**src/rtl/fmac_pkg.sv**
```systemverilog
// rtl/fmac_pkg.sv - shared FSM encoding, fp32 field layout and constants for the fp32 accumulate stage
package fmac_pkg;

  typedef enum logic [2:0] {
    ST_IDLE  = 3'd0,
    ST_ALIGN = 3'd1,
    ST_ADD   = 3'd2,
    ST_NORM  = 3'd3,
    ST_ROUND = 3'd4
  } state_e;

  localparam int SIG_W        = 24;
  localparam int FRAC_W       = 23;
  localparam int EXP_W        = 8;
  localparam int SIGN_POS     = 31;
  localparam int EXP_LSB      = 23;
  localparam int FP32_BIAS    = 127;
  localparam int FP16_BIAS    = 15;
  localparam int PROD_EXP_OFS = 97;
  localparam int EXP_MAX      = 254;

  localparam logic [31:0] SAT_POS = 32'h7F7FFFFF;
  localparam logic [31:0] SAT_NEG = 32'hFF7FFFFF;

endpackage

```
**src/rtl/fmac_lzc28.sv**
```systemverilog
// rtl/fmac_lzc28.sv - combinational 28-bit leading-zero counter used by the normalize step
module fmac_lzc28 (
  input  logic [27:0] data_i,
  output logic [4:0]  count_o
);

  logic found;

  always_comb begin
    count_o = 5'd28;
    found   = 1'b0;
    for (int i = 27; i >= 0; i--) begin
      if (!found && data_i[i]) begin
        count_o = 5'(27 - i);
        found   = 1'b1;
      end
    end
  end

endmodule

```
**src/rtl/fmac_accumulator.sv**
```systemverilog
// rtl/fmac_accumulator.sv - fp32 accumulate of fp16 products via align/add/normalize/round FSM
// Define FMAC_ROUND_RNE_EN for round-to-nearest-even; default build truncates toward zero.
module fmac_accumulator
  import fmac_pkg::*;
#(
  parameter int ACC_W = 32,
  parameter int GRS_W = 3
) (
  input  logic             clk_i,
  input  logic             rst_n_i,
  input  logic             clr_i,
  input  logic             in_valid_i,
  output logic             in_ready_o,
  input  logic             prod_sign_i,
  input  logic [5:0]       prod_exp_i,
  input  logic [23:0]      prod_mant_i,
  input  logic             prod_zero_i,
  output logic [ACC_W-1:0] acc_out_o,
  output logic             out_valid_o,
  output logic             busy_o,
  output logic             ovf_o
);

  localparam int EXT_W = SIG_W + GRS_W;
  localparam int SUM_W = EXT_W + 1;

  state_e state_q, state_d;

  logic                    op_sign_q, op_zero_q;
  logic [5:0]              op_exp_q;
  logic [21:0]             op_mant_q;
  logic [EXT_W-1:0]        a_sig_q, b_sig_q, norm_q;
  logic                    a_sign_q, b_sign_q, zero_q;
  logic signed [9:0]       exp_q;
  logic [SUM_W-1:0]        sum_q;
  logic [ACC_W-1:0]        acc_q;
  logic                    ovf_q, out_valid_q;
  logic                    accept;

  assign in_ready_o  = (state_q == ST_IDLE) && !clr_i;
  assign accept      = in_valid_i && in_ready_o;
  assign acc_out_o   = acc_q;
  assign out_valid_o = out_valid_q;
  assign busy_o      = (state_q != ST_IDLE);
  assign ovf_o       = ovf_q;

  // The multiplier guarantees a product below 2^22, so the top two bits carry no information.
  logic unused_mant;
  assign unused_mant = ^prod_mant_i[23:22];

  always_ff @(posedge clk_i or negedge rst_n_i) begin
    if (!rst_n_i) state_q <= ST_IDLE;
    else          state_q <= state_d;
  end

  always_comb begin
    state_d = state_q;
    unique case (state_q)
      ST_IDLE:  if (accept) state_d = ST_ALIGN;
      ST_ALIGN: state_d = ST_ADD;
      ST_ADD:   state_d = ST_NORM;
      ST_NORM:  state_d = ST_ROUND;
      ST_ROUND: state_d = ST_IDLE;
      default:  state_d = ST_IDLE;
    endcase
    if (clr_i) state_d = ST_IDLE;
  end

  logic [7:0]         p_exp, acc_exp, big_exp, diff;
  logic [SIG_W-1:0]   p_sig, acc_sig, big_sig, small_sig;
  logic               big_sign, small_sign;
  logic [2*EXT_W-1:0] shift_ext;
  logic [EXT_W-1:0]   aligned;

  always_comb begin
    p_exp   = 8'(op_exp_q) + 8'(PROD_EXP_OFS) + {7'b0, op_mant_q[21]};
    p_sig   = op_mant_q[21] ? {op_mant_q[21:0], 2'b00} : {op_mant_q[20:0], 3'b000};
    acc_exp = acc_q[SIGN_POS-1:EXP_LSB];
    acc_sig = (acc_exp != '0) ? {1'b1, acc_q[FRAC_W-1:0]} : '0;
    if (p_exp >= acc_exp) begin
      big_exp    = p_exp;
      big_sig    = p_sig;
      big_sign   = op_sign_q;
      small_sig  = acc_sig;
      small_sign = acc_q[SIGN_POS];
      diff       = p_exp - acc_exp;
    end else begin
      big_exp    = acc_exp;
      big_sig    = acc_sig;
      big_sign   = acc_q[SIGN_POS];
      small_sig  = p_sig;
      small_sign = op_sign_q;
      diff       = acc_exp - p_exp;
    end
    // Bits shifted past the sticky position collapse into it.
    shift_ext = {small_sig, {(GRS_W + EXT_W){1'b0}}} >> diff;
    if (diff >= 8'(EXT_W)) begin
      aligned    = '0;
      aligned[0] = |small_sig;
    end else begin
      aligned    = shift_ext[2*EXT_W-1:EXT_W];
      aligned[0] = shift_ext[EXT_W] | (|shift_ext[EXT_W-1:0]);
    end
  end

  logic [SUM_W-1:0] ext_a, ext_b, sum_d;
  logic             sum_sign;

  always_comb begin
    ext_a = {1'b0, a_sig_q};
    ext_b = {1'b0, b_sig_q};
    if (a_sign_q == b_sign_q) begin
      sum_d    = ext_a + ext_b;
      sum_sign = a_sign_q;
    end else if (ext_a >= ext_b) begin
      sum_d    = ext_a - ext_b;
      sum_sign = a_sign_q;
    end else begin
      sum_d    = ext_b - ext_a;
      sum_sign = b_sign_q;
    end
  end

  logic [4:0]        lzc;
  logic [EXT_W-1:0]  norm_d;
  logic signed [9:0] norm_exp_d;

  // Trailing 1 caps the count at EXT_W when the sum is all zeros.
  fmac_lzc28 u_lzc (
    .data_i  ({sum_q[EXT_W-1:0], 1'b1}),
    .count_o (lzc)
  );

  always_comb begin
    if (sum_q[SUM_W-1]) begin
      norm_d     = {sum_q[SUM_W-1:2], sum_q[1] | sum_q[0]};
      norm_exp_d = exp_q + 10'sd1;
    end else begin
      norm_d     = sum_q[EXT_W-1:0] << lzc;
      norm_exp_d = exp_q - $signed({5'b0, lzc});
    end
  end

  logic              round_up, sat;
  logic [SIG_W:0]    rsig;
  logic signed [9:0] rexp;
  logic [ACC_W-1:0]  result;

`ifdef FMAC_ROUND_RNE_EN
  assign round_up = norm_q[2] & (norm_q[1] | norm_q[0] | norm_q[3]);
`else
  logic unused_grs;
  assign unused_grs = ^norm_q[GRS_W-1:0];
  assign round_up   = 1'b0;
`endif

  always_comb begin
    rsig = {1'b0, norm_q[EXT_W-1:GRS_W]} + {{SIG_W{1'b0}}, round_up};
    rexp = exp_q;
    if (rsig[SIG_W]) begin
      rsig = rsig >> 1;
      rexp = exp_q + 10'sd1;
    end
    sat = 1'b0;
    if (zero_q || rexp < 10'sd1) begin
      result = '0;
    end else if (rexp > $signed(10'(EXP_MAX))) begin
      sat    = 1'b1;
      result = a_sign_q ? SAT_NEG : SAT_POS;
    end else begin
      result = {a_sign_q, rexp[EXP_W-1:0], rsig[FRAC_W-1:0]};
    end
  end

  always_ff @(posedge clk_i or negedge rst_n_i) begin
    if (!rst_n_i) begin
      op_sign_q   <= 1'b0;
      op_zero_q   <= 1'b0;
      op_exp_q    <= '0;
      op_mant_q   <= '0;
      a_sig_q     <= '0;
      b_sig_q     <= '0;
      a_sign_q    <= 1'b0;
      b_sign_q    <= 1'b0;
      exp_q       <= '0;
      sum_q       <= '0;
      norm_q      <= '0;
      zero_q      <= 1'b0;
      acc_q       <= '0;
      ovf_q       <= 1'b0;
      out_valid_q <= 1'b0;
    end else begin
      out_valid_q <= 1'b0;
      if (clr_i) begin
        acc_q <= '0;
        ovf_q <= 1'b0;
      end else begin
        case (state_q)
          ST_IDLE: if (accept) begin
            op_sign_q <= prod_sign_i;
            op_zero_q <= prod_zero_i;
            op_exp_q  <= prod_exp_i;
            op_mant_q <= prod_mant_i[21:0];
          end
          ST_ALIGN: begin
            a_sig_q  <= {big_sig, {GRS_W{1'b0}}};
            b_sig_q  <= aligned;
            a_sign_q <= big_sign;
            b_sign_q <= small_sign;
            exp_q    <= $signed({2'b00, big_exp});
          end
          ST_ADD: begin
            sum_q    <= sum_d;
            a_sign_q <= sum_sign;
          end
          ST_NORM: begin
            norm_q <= norm_d;
            exp_q  <= norm_exp_d;
            zero_q <= (sum_q == '0);
          end
          ST_ROUND: begin
            out_valid_q <= 1'b1;
            if (!op_zero_q) begin
              acc_q <= result;
              if (sat) ovf_q <= 1'b1;
            end
          end
          default: ;
        endcase
      end
    end
  end

endmodule
```
**config.mk**
```make
export PLATFORM = sky130hd
export DESIGN_NAME = fmac_accumulator
export DESIGN_NICKNAME = d
export VERILOG_FILES = /design/src/rtl/fmac_pkg.sv /design/src/rtl/fmac_lzc28.sv /design/src/rtl/fmac_accumulator.sv
export SDC_FILE = /design/constraint.sdc
export NUM_CORES = 1
export LEC_CHECK = 0
export BUFFER_PORTS_ARGS = -buffer_cell sky130_fd_sc_hd__buf_2
export CAP_MARGIN = 20
export CORE_ASPECT_RATIO = 0.8
export CORE_MARGIN = 3
export CORE_UTILIZATION = 35
export DETAILED_ROUTE_END_ITERATION = 7
export GPL_TIMING_DRIVEN = 1
export SLEW_MARGIN = 0
export SYNTH_ARGS = -nofsm -noshare
export SYNTH_HDL_FRONTEND = slang
export SYNTH_SLANG_ARGS = --single-unit
```
**constraint.sdc**
```tcl
create_clock -name clk_i -period 11.21 [get_ports clk_i]
set_input_delay 2.242 -clock clk_i [delete_from_list [all_inputs] [get_ports clk_i]]
set_output_delay 2.242 -clock clk_i [all_outputs]
set_load 0.005 [all_outputs]
```
# Word level (Yosys, flattened, before mapping)
# Index checks and enable logic that the tools add are counted.
# classes
add_sub_neg	9
magnitude_cmp	5
n_eq_ne	9
shifts	2
n_mux	89
bitwise	3
reduce_logical	74
# op_table
cell	n
$mux W32	6
$mux W5	28
$mux W24	4
$mux W28	2
$sub A27 B27 Y28	2
$shr A54 B8 Y54	1
$mux W1	39
$add A27 B27 Y28	1
$logic_and A1 B1 Y1	28
$logic_not A28 Y1	1
$ge A27 B27 Y1	1
$logic_not A1 Y1	27
$mux W27	1
$reduce_or A27 Y1	1
$shl A27 B5 Y26	1
$mux W26	1
$reduce_or A24 Y1	1
$pmux W10 S2	1
$mux W8	2
$sub A8 B8 Y8	2
$pmux W3 S4	1
$add A10 B2 Y10 const B	1
$gt A10 B9 Y1 const B	1
$lt A10 B2 Y1 const B	1
24 further kinds	37
# word_totals
register_bits	185
output_inout_bits	36
word_cells	207

# Longest topological paths before layout
# depth
word_depth	83
ltp_mapped	24
ltp_nobuf	22

# By module
# A second synthesis with hierarchy kept.
# unflattened
hier_cells	2169
area_unflattened_um2	17357.9
# modules_own_cells
mod	instances	cells_per_inst	area_per_inst_um2
fmac_accumulator	1	2117	17022.6
fmac_lzc28	1	52	335.3

# Worst setup path before layout
# OpenSTA, ideal clock, no wires.
# synth_timing
kind	register to register
startpoint	register op_mant_q[21]
endpoint	register b_sig_q[0]
arrival_ps	4856
path_slack_ps	6210
stages_incl_launch_ff	25
n_path_buf	5
cell_sequence	dfrtp_1 > clkbuf_1 > clkbuf_1 > inv_1 > ha_1 > inv_1 > ha_1 > nand3_1 > xor2_1 > inv_1 > ha_1 > buf_2 > nor3_1 > nor2_1 > o22a_1 > nor2_2 > buf_4 > buf_2 > o311ai_0 > o311ai_1 > nand2_1 > a2111oi_0 > o21ai_0 > o31ai_1 > a41oi_1
# synth_via
elab_chain_len	7
# synth_lines
element	line_no	rtl
start, declared	fmac_accumulator.sv:31	logic [21:0] op_mant_q;
start signal, assigned	fmac_accumulator.sv:203	op_mant_q <= prod_mant_i[21:0];
$add A8 B1 Y8	fmac_accumulator.sv:76	p_exp = 8'(op_exp_q) + 8'(PROD_EXP_OFS) + {7'b0, op_mant_q[21]};
$sub A8 B8 Y8 (tied with other cells)	fmac_accumulator.sv:93	diff = acc_exp - p_exp;
$mux W8 or $mux W24 (tied branches)	fmac_accumulator.sv:80	if (p_exp >= acc_exp) begin
$shr A54 B8 Y54	fmac_accumulator.sv:96	shift_ext = {small_sig, {(GRS_W + EXT_W){1'b0}}} >> diff;
$reduce_or A27 Y1	fmac_accumulator.sv:102	aligned[0] = shift_ext[EXT_W] | (|shift_ext[EXT_W-1:0]);
$or A1 B1 Y1	fmac_accumulator.sv:102	
$mux W27 *	fmac_accumulator.sv:97	if (diff >= 8'(EXT_W)) begin
end signal, assigned	fmac_accumulator.sv:207	b_sig_q <= aligned;
end, declared	fmac_accumulator.sv:32	logic [EXT_W-1:0] a_sig_q, b_sig_q, norm_q;
# Mark *: on every way between the ends. The rest lies on a longest branch, timed or not.
# A chain may end at the register's enable or synchronous reset.

# Worst setup path in the final report
# Same ends and word-level chain as after synthesis.

==> results list <==
- Vias in the first global route: 15.9k
* CTS resizes: 0
* Number of cell instances on the worst register-to-register path: 20
- Via count: between 15k and 20k
* Top cell type by total area after synthesis: dfrtp_1
- Depth of the worst hold-timing path: 2
- For this configuration, the core starts out at a cell density of 0.355.
* Final antenna-violating net count: 0
- Based on the critical path, the design can be clocked at up to 0.169 GHz.
- For the worst setup path, the data required time is 11.56 ns.
- Routability-driven placement finished with a final weighted congestion of 1.03.
- Sequential element share of the synthesized area: 0.271
- Count of unique library cells instantiated by Yosys: 94
- After clock tree synthesis, the clock-pin slew on the worst setup and hold paths is 0.10 ns.
* Remaining global-route overflow: 0
* Filler instances: 4917
- Largest driver fanout on the critical path: 23
- Hold slack: 0.497 ns
- Max-cap violations in this run came to 0.
* Post-synthesis instance area: 16800 sq um
* Num CTS Buffers: 17
- For hold timing, the worst endpoint is norm_q[3]$_DFFE_PN0P_.
* Area inside the core boundary: 47300 sq um
* Width of the die: 251 microns
* Syn Inst Count: 2141
* Number of antenna cells inserted: 0
* Worst EP arrival: 6.28 ns
- Post-cts hold buffer count: 0
- Post-synth top flop: dfrtp_1
- Clock root buffer: clkbuf_16
* Origin of the critical flop-to-flop path: op_mant_q[21]$_DFFE_PN0P_
- Time the worst path needs with I/O delays and setup: 5.93 ns
- Final design area excluding fillers: ~18000 sq um
* Sum of routed wire length over all layers: 63500 microns
* Fraction of registers with async set/reset: 1.00
- Setup violation total in the final timing report: 0
- Net count after synthesis: 2283
- The wire-length estimate of the detail-placed layout is between 40000 and 50000 microns.
* Clock tree from TritonCTS: done
- In this run the most critical hold path is launched from norm_q[3]$_DFFE_PN0P_.
- Most frequent cells in the layout: nand2_1, nor2_1, dfrtp_1
- Power per cell area: 343 nW/um^2
- In this run the count of I/O pins placed on the die edge is 72.
* Number of standard-cell rows in the floorplan: 71
- Relative to the synthesized area, the layout overhead comes to 9.19%.
- Status: complete, no violations
- For this run, design rule violations remaining after detail routing come to 0.
- In the routed layout, each cell is associated on average with a via count of 6.19.
* Flop2flop setup slack: 5.28 ns
- After layout, the worst setup slack is 5.28 ns.
- In this run the critical register-to-register path is captured at b_sig_q[0]$_DFFE_PN0P_.
- Post-CTS Repair Setup Buffers: 0
* Leakage power total: a little under 8 nW
- By area the synthesized netlist is led by dfrtp_1, ha_1, a21oi_1.
- Total global-route track usage: 0.247
* Syn Area/Cell: 7.85 sq um
- STA classifies the critical path endpoint as a register.
- Of the available clock period, the critical path in the final layout requires 0.529.
* Commonest non-fill, non-tap cell in the layout: nand2_1
* Placed inst area: approximately 18000 sq um
- Initial antenna violation count: 1
- Entering global routing, the biggest net connects 68 pins.
- Number of levels the H-tree was split into: 4
* Final std cells w/o fill: around 2.7k
- #FFs+latches synth: 182
- For this run, the detailed router's first-pass iteration total came to 6.
- Type of the most critical hold path: register to register
- Yosys printed 0 warnings.
- The worst setup path is launched from a register.
* Number of max-slew violations in the final report: 0
* Number of synthesized flops with an enable pin: 0
* Maximum buffer depth of the clock tree: 2
- The clock arrives with 0.0332 ns of skew.
- Die Span Y: ~200 microns
- Across the VDD grid, the largest voltage drop is 0.143 mV.
- In the final layout, the share of cells above drive strength 1 is 0.122.
- First-pass GRT wire length: 97800 microns
* Headroom to the max-slew limit: 0.219
- At the end of the flow, the number of nets in the layout was ~2.3k.
- The final count of hold timing violations is 0.
* Total Negative Setup Slacks: 0 ns
- Area of the die: 50700 sq um
* Drt initial violations: 2093
* IO Port Bufs: 69
- Routed wirelength normalized by instance count: 23.1 microns
- At the later pin of the worst-skew pair, clock insertion delay measures about 0.5 ns.
* Critical path class: register to register
* Share of the synthesized area in the top cell type: 0.271
- For the pin with the worst max-slew slack, the measured transition is between 1 and 1.5 ns.
- Once placement completed, the tool counted placed cells totaling 2712.
- Sinks on the clock net: 182
* Unrepaired setup endpoints after global routing: false
* Pre-CTS setup slack: around 5.4 ns
[worst max path at each step]
| stage | from | end | slack, ns | cells after the start |
|---|---|---|---|---|
| after floorplan | op_mant_q[21]$_DFFE_PN0P_ | b_sig_q[0]$_DFFE_PN0P_ | 6.21 | 24 |
| after global placement | op_mant_q[21]$_DFFE_PN0P_ | b_sig_q[0]$_DFFE_PN0P_ | 5.46 | 19 |
| after detailed placement | op_mant_q[21]$_DFFE_PN0P_ | b_sig_q[0]$_DFFE_PN0P_ | 5.42 | 19 |
| after CTS | op_mant_q[21]$_DFFE_PN0P_ | b_sig_q[0]$_DFFE_PN0P_ | 5.40 | 20 |
| after global routing | op_mant_q[21]$_DFFE_PN0P_ | b_sig_q[23]$_DFFE_PN0P_ | 4.83 | 20 |
| final | op_mant_q[21]$_DFFE_PN0P_ | b_sig_q[0]$_DFFE_PN0P_ | 5.28 | 20 |
[Yosys cell counts (15+ instances only)]
cell and count:
a211oi_1 32, a21o_1 33, a21oi_1 173, a221oi_1 20
a311oi_1 20, a31oi_1 23, and2_1 17, and3_1 15
buf_2 25, clkbuf_1 111, dfrtp_1 182, ha_1 101
inv_1 116, mux2_2 68, mux2i_1 67, nand2_1 224
nand3_1 66, nand4_1 23, nor2_1 204, nor2b_1 16
nor3_1 52, nor4_1 16, o211ai_1 25, o21ai_0 173
o21bai_1 16, o22ai_1 24, or3_1 15, xnor2_1 29
[worst max-delay path, stage by stage (launching register included)]
cell and delay (ns):
dfrtp_1 0.39, inv_1 0.10, ha_1 0.18, inv_1 0.06
ha_1 0.21, nand3_1 0.11, xor2_1 0.29, inv_1 0.08
ha_1 0.41, nor3_1 0.26, nor2_1 0.11, o22ai_2 0.23
buf_4 0.35, o211ai_1 0.17, nand2_1 0.90, o21ai_0 0.22
a32oi_1 0.38, nand4_1 0.62, a31oi_1 0.41, o211a_1 0.19
a41oi_1 0.11
[final cells by class]
| cell class | instances | area (sq um) | area share |
|---|---|---|---|
| inverters | 119 | 449 | 0.0245 |
| clock inverters | 14 | 224 | 0.0122 |
| repair buffers | 106 | 669 | 0.0365 |
| flip-flops and latches | 182 | 4550 | 0.248 |
| multi-input cells | 1689 | 11200 | 0.612 |
| clock buffers | 18 | 439 | 0.0239 |
| well taps | 620 | 776 | 0.0423 |
[state kept, by name, summed over array words and instances (netlist names)]
| signal | cells |
|---|---|
| acc_out_o | 32 |
| op_mant_q | 22 |
| b_sign_q | 1 |
| op_sign_q | 1 |
| a_sign_q | 1 |
| exp_q | 10 |
| op_zero_q | 1 |
| state_q | 3 |
| zero_q | 1 |
| ovf_o | 1 |
| sum_q | 28 |
| out_valid_o | 1 |
| b_sig_q | 27 |
| norm_q | 23 |
| op_exp_q | 6 |
| a_sig_q | 24 |
[logic make-up (layout without fill, tap and decap cells)]
group,Yosys count,count (layout),share of synthesized area
mux,146,146,0.100
simple gates,699,699,0.193
buf+inv,270,257,0.0635
compound gates,695,695,0.269
fa+ha+maj,106,106,0.0812
flops,182,182,0.271
xor+xnor,43,43,0.0224
[through the flow]
step / util / total power [mW]
global route: 0.388 / 6.73
finish: 0.388 / 6.30
detailed placement: 0.373 / 5.44
CTS: 0.387 / 6.16
global placement: 0.372 / 5.40
floorplan: - / 4.20
[power by group]
| part | leakage (nW) | total, mW | switching [mW] | internal, mW |
|---|---|---|---|---|
| registers | 2.33 | 1.12 | 0.282 | 0.834 |
| logic | 5.22 | 4.49 | 2.91 | 1.58 |
| clock network | 0.323 | 0.692 | 0.320 | 0.372 |
[routing by layer]
layer	track usage	vias up	wire, microns
met1	0.364	8312	29800
met4	0.0781	0	1890
met3	0.0749	98	6730
met2	0.342	851	25100
met5	0	-	0
li1	-	7747	-
(Power assumes the default switching activity.)
